**config.mk**
```make
export PLATFORM = sky130hd
export DESIGN_NAME = fetch_stage
export DESIGN_NICKNAME = d
export VERILOG_FILES = /design/src/rtl/fetch_stage.sv
export SDC_FILE = /design/constraint.sdc
export NUM_CORES = 1
export LEC_CHECK = 0
export CORE_MARGIN = 3
export CORE_UTILIZATION = 28
export CTS_CLUSTER_DIAMETER = 30
export DETAILED_ROUTE_END_ITERATION = 10
export DONT_BUFFER_PORTS = 1
export PLACE_DENSITY = 0.38
export SLEW_MARGIN = 40
export SYNTH_ARGS = -nofsm -noshare
export SYNTH_HDL_FRONTEND = slang
export SYNTH_SLANG_ARGS = --single-unit
```
**constraint.sdc**
```tcl
create_clock -name clk -period 7.1 [get_ports clk]
set_clock_uncertainty 0.15 [all_clocks]
set_input_delay 0.355 -clock clk [delete_from_list [all_inputs] [get_ports clk]]
set_output_delay 0.355 -clock clk [all_outputs]
set_load 0.01 [all_outputs]
```
**src/rtl/fetch_stage.sv**
```systemverilog
// fetch_stage: PC owner and single-outstanding instruction fetcher feeding decode,
// with a one-entry skid buffer for decode stalls and redirect flushing.
module fetch_stage #(
    parameter int ADDR_WIDTH = 32,
    parameter int INSN_WIDTH = 32,
    parameter logic [ADDR_WIDTH-1:0] RESET_PC = '0
) (
    input  logic                  clk,
    input  logic                  rst,
    output logic                  imem_req_valid,
    input  logic                  imem_req_ready,
    output logic [ADDR_WIDTH-1:0] imem_req_addr,
    input  logic                  imem_resp_valid,
    input  logic [INSN_WIDTH-1:0] imem_resp_data,
    input  logic                  stall,
    input  logic                  redirect_valid,
    input  logic [ADDR_WIDTH-1:0] redirect_pc,
    output logic                  out_valid,
    output logic [ADDR_WIDTH-1:0] out_pc,
    output logic [INSN_WIDTH-1:0] out_insn
);
    typedef enum logic [1:0] {REQ, WAIT, DRAIN} state_t;

    state_t                  state_q, state_d;
    logic [ADDR_WIDTH-1:0]   pc_q, pc_d;
    logic [ADDR_WIDTH-1:0]   inflight_pc_q, inflight_pc_d;
    logic                    out_valid_q, out_valid_d;
    logic [ADDR_WIDTH-1:0]   out_pc_q, out_pc_d;
    logic [INSN_WIDTH-1:0]   out_insn_q, out_insn_d;
    logic                    buf_valid_q, buf_valid_d;
    logic [ADDR_WIDTH-1:0]   buf_pc_q, buf_pc_d;
    logic [INSN_WIDTH-1:0]   buf_insn_q, buf_insn_d;
    logic                    resp_take;

    assign imem_req_valid = !rst && state_q == REQ && !buf_valid_q && !redirect_valid;
    assign imem_req_addr  = pc_q;
    assign out_valid      = out_valid_q;
    assign out_pc         = out_pc_q;
    assign out_insn       = out_insn_q;

    always_comb begin
        state_d       = state_q;
        pc_d          = pc_q;
        inflight_pc_d = inflight_pc_q;
        out_valid_d   = out_valid_q;
        out_pc_d      = out_pc_q;
        out_insn_d    = out_insn_q;
        buf_valid_d   = buf_valid_q;
        buf_pc_d      = buf_pc_q;
        buf_insn_d    = buf_insn_q;
        resp_take     = state_q == WAIT && imem_resp_valid && !redirect_valid;
        if (redirect_valid) begin
            pc_d        = {redirect_pc[ADDR_WIDTH-1:2], 2'b00};
            out_valid_d = 1'b0;
            buf_valid_d = 1'b0;
            // An outstanding request must still retire its response, which is dropped
            state_d     = (state_q != REQ && imem_resp_valid) ? REQ : (state_q == WAIT ? DRAIN : state_q);
        end else begin
            if (imem_req_valid && imem_req_ready) begin
                inflight_pc_d = pc_q;
                pc_d          = pc_q + ADDR_WIDTH'(4);
                state_d       = WAIT;
            end else if (state_q != REQ && imem_resp_valid) begin
                state_d = REQ;
            end
            if (!stall || !out_valid_q) begin
                buf_valid_d = 1'b0;
                if (buf_valid_q) begin
                    out_valid_d = 1'b1;
                    out_pc_d    = buf_pc_q;
                    out_insn_d  = buf_insn_q;
                end else if (resp_take) begin
                    out_valid_d = 1'b1;
                    out_pc_d    = inflight_pc_q;
                    out_insn_d  = imem_resp_data;
                end else begin
                    out_valid_d = 1'b0;
                end
            end else if (resp_take) begin
                buf_valid_d = 1'b1;
                buf_pc_d    = inflight_pc_q;
                buf_insn_d  = imem_resp_data;
            end
        end
    end

    always_ff @(posedge clk or posedge rst) begin
        if (rst) begin
            state_q       <= REQ;
            pc_q          <= RESET_PC;
            inflight_pc_q <= '0;
            out_valid_q   <= 1'b0;
            out_pc_q      <= '0;
            out_insn_q    <= '0;
            buf_valid_q   <= 1'b0;
            buf_pc_q      <= '0;
            buf_insn_q    <= '0;
        end else begin
            state_q       <= state_d;
            pc_q          <= pc_d;
            inflight_pc_q <= inflight_pc_d;
            out_valid_q   <= out_valid_d;
            out_pc_q      <= out_pc_d;
            out_insn_q    <= out_insn_d;
            buf_valid_q   <= buf_valid_d;
            buf_pc_q      <= buf_pc_d;
            buf_insn_q    <= buf_insn_d;
        end
    end
endmodule
```
==> results.json <==
{
  "insertedDiodeCount": 0,
  "critPathLaunch": "buf_valid_q",
  "gr-usage-met2": 0.2367,
  "drt-wirelength-per-cell_um": 18.32,
  "worst_setup_path_end_kind": "flop",
  "cts_inserted_buffers": 17,
  "number_of_global_route_vias_before_repair": 6228,
  "reg2reg_slack_ps": 3840,
  "met1_usage_grt": 0.1747,
  "cts_sinks": 188,
  "synthesis.area_um2": 8293,
  "hold_path.class": "input pin to flop",
  "syn-instance-count": 760,
  "route.antenna.remaining_nets": 0,
  "floorplan.core_area_um2": 28940,
  "met3_track_demand_over_resource_in_global_routing": 0.04342,
  "synth_top_flop_cell": "sky130_fd_sc_hd__dfrtp_1",
  "drt-total-wl_mm": 22.11,
  "dieWidth_um": 178.1,
  "initial_utilization": 0.2866,
  "final_min_period_over_clock_period": 0.4589,
  "whs_path_cells": 3,
  "final_cell_mix": "sky130_fd_sc_hd__dfrtp_1, sky130_fd_sc_hd__nand2_1, sky130_fd_sc_hd__o21ai_0, sky130_fd_sc_hd__dlygate4sd3_1, sky130_fd_sc_hd__mux2i_1",
  "drc": 0,
  "power.leakage_nw": 4.387,
  "grt.total_usage": 0.1408,
  "dp_hpwl_mm": 14.17,
  "timing.final.setup_violations": 0,
  "global_route.peak_usage_layer": "met2",
  "timing.rr.end": "imem_req_addr[19]",
  "htree_num_levels": 4,
  "detailed_routing_iterations_pass_1": 4,
  "layout_commonest_cell": "sky130_fd_sc_hd__dfrtp_1",
  "yosysSeqAreaShare": 0.5673,
  "port_buffers": 0,
  "rsz0062_at_grt": "no",
  "fin_tns_setup_ps": 0,
  "cts.clk_slew.worst_paths_ps": 80,
  "timing_worst_setup_path_type": "flop to flop",
  "fin_hold_ws_ps": 25.49,
  "critical_path.startpoint_type": "flop",
  "floorplan.die.height_um": 178.1,
  "drt-initial-drc-count": 291,
  "max_cap_violations": 0,
  "upper_clock_frequency_limit_mhz": 306.9,
  "num_rows": 62,
  "status": "completed",
  "timing.final.crit_period_ps": 3258,
  "placed_cells": 1105,
  "routed_via_density": 4.856,
  "cp_data_required_time_ps": 7270,
  "cp.arrival_ps": 3430,
  "synth.lib_cells_used.distinct": 44,
  "gp_congestion": 0.7414,
  "die_area_um2": 31720,
  "vias": 5861,
  "grt_start_max_net_pins": 106,
  "finalHoldViolations": 0,
  "endpoint": "imem_req_addr[19]",
  "first_pass_grt_wire_length_mm": 35.06,
  "timing_max_transition_violations_final": 0,
  "clock_tree.buffer_depth": 2,
  "critical_path.reg2reg.startpoint": "buf_valid_q",
  "cts_root_buf": "sky130_fd_sc_hd__clkbuf_16",
  "critical_path_peak_fanout": 28,
  "worst_slew_pin_slew_ps": 742.4,
  "async_flop_share": 1.000,
  "ir_drop_v": 0.0001364,
  "timing.max_slew.rel_slack": 0.5050,
  "postSynthRegisterBits": 188,
  "design.final.nets": 881,
  "insertion_delay_ps": 440,
  "io_pins": 168,
  "worst_r2r_path_depth": 7,
  "final-instance-count-excl-fill": 1207,
  "tritoncts_clock_tree": "yes",
  "synth.avg_cell_area_um2": 10.91,
  "ys.warnings.count": 0,
  "report.power.total_mw": 2.711,
  "power_per_cell_area_nw_per_um2": 271.1,
  "syn2layout_area_growth_pct": 20.61,
  "antenna_found_initial": 0,
  "cts.repair.resized": 0,
  "grt_remaining_overflow": 0,
  "synth_enable_flop_cells": 0,
  "final_layout_size_suffix_gt1_frac": 0.1373
}
## critical path: stages, from the launching register on
cell	delay, ps
sky130_fd_sc_hd__dfrtp_4	690
sky130_fd_sc_hd__nor4_2	410
sky130_fd_sc_hd__and2_2	530
sky130_fd_sc_hd__buf_4	390
sky130_fd_sc_hd__nand4_1	170
sky130_fd_sc_hd__nand3b_1	130
sky130_fd_sc_hd__o211ai_1	90
sky130_fd_sc_hd__dlygate4sd3_1	570
## synth_stat cells (2+ instances only)
cell type                  count  area (µm²)
sky130_fd_sc_hd__o311ai_0     12       105.1
sky130_fd_sc_hd__nand3b_1      2       15.01
sky130_fd_sc_hd__clkbuf_1     31       116.4
sky130_fd_sc_hd__a21oi_1       5       25.02
sky130_fd_sc_hd__nor4_2        3       37.54
sky130_fd_sc_hd__mux2_1        6       67.56
sky130_fd_sc_hd__o211ai_1      3       22.52
sky130_fd_sc_hd__a311oi_1      2       17.52
sky130_fd_sc_hd__a211o_1       4       35.03
sky130_fd_sc_hd__inv_1         9       33.78
sky130_fd_sc_hd__mux2_2       56       630.6
sky130_fd_sc_hd__xnor2_1       2       17.52
sky130_fd_sc_hd__nor2_1       12       45.04
sky130_fd_sc_hd__buf_6         3       33.78
sky130_fd_sc_hd__nor4_1        4       25.02
sky130_fd_sc_hd__buf_2         9       45.04
sky130_fd_sc_hd__and3_1        3       18.77
sky130_fd_sc_hd__a221o_1       5       50.05
sky130_fd_sc_hd__nor4_4        2       42.54
sky130_fd_sc_hd__nand2_1     184       690.7
sky130_fd_sc_hd__nand3_1      12       60.06
sky130_fd_sc_hd__and2_1        4       25.02
sky130_fd_sc_hd__mux2i_1      62       620.6
sky130_fd_sc_hd__nand4_1      10       62.56
sky130_fd_sc_hd__nor3_1        4       20.02
sky130_fd_sc_hd__o21ai_0      89       445.4
sky130_fd_sc_hd__xor2_1        3       26.28
sky130_fd_sc_hd__a22oi_1       2       15.01
sky130_fd_sc_hd__a31oi_1       8       50.05
sky130_fd_sc_hd__buf_4         5       37.54
sky130_fd_sc_hd__dfrtp_1     188        4705
sky130_fd_sc_hd__nand4_4       2       42.54
sky130_fd_sc_hd__nor2b_1       3       18.77
## final cells by class
| cell class | instances | area [µm²] |
|---|---|---|
| clock inverters | 14 | 173.9 |
| repair buffers | 78 | 819.5 |
| flip-flops and latches | 188 | 4708 |
| multi-input cells | 516 | 3339 |
| clock buffers | 18 | 439.2 |
| inverters | 9 | 41.29 |
| well taps | 384 | 480.5 |
| fillers | 2902 | 18930 |
## report_power, final
part,switching [mW],internal (mW),leakage (nW),total [mW]
logic,0.144,0.120,1.63,0.264
registers,0.205,1.23,2.46,1.44
clock network,0.494,0.518,0.299,1.01
total,0.843,1.87,4.39,2.71
## worst min path at each step
stage,slack (ps),startpoint,end
global route,30,redirect_valid,imem_req_addr[25]
detailed placement,260,rst,buf_pc_q[31]
CTS,10,redirect_valid,imem_req_addr[25]
finish,30,redirect_valid,imem_req_addr[25]
floorplan,270,imem_resp_valid,state_q[1]
global placement,250,rst,buf_pc_q[30]
## per-stage QoR
step           cell area, µm²    util  setup slack (ps)
3_3_place_gp             8612  0.2976              4111
4_1_cts                  9972  0.3446              3813
6_report                10000  0.3457              3842
3_5_place_dp             8658  0.2992              4143
5_1_grt                 10000  0.3457              3602
2_1_floorplan            8304       -              1481
## flip-flops by register name, indices dropped and copies added (netlist names)
name / count
buf_valid_q: 1
inflight_pc_q: 30
imem_req_addr: 30
buf_insn_q: 32
out_valid: 1
buf_pc_q: 30
state_q: 2
out_insn: 32
out_pc: 30
## repair_timing
| item | 4_1_cts | 5_1_grt |
|---|---|---|
| hold buffers | 69 | 0 |
| buffers inserted | 0 | 0 |
| endpoints found under the hold margin | 202 | 0 |
## logic make-up (layout without fill, tap and decap cells)
group	after synthesis	count (layout)	synth area share
and+or+nand+nor	250	250	0.1377
muxes	124	124	0.1590
other	1	4	0.0004522
AOI/OAI and AO/OA	132	132	0.09445
DFF	188	188	0.5673
buffers and inverters	59	119	0.03425
xor gates and xnor gates	5	5	0.005282
adders and majority gates	1	1	0.001509
## per-layer routing
layer  wire [µm]  share of wire
met2       10600           0.48
met1        9648           0.44
met3        1616          0.073
met4         246          0.011
met5           0              0
Power figures use the tool's default switching activity.
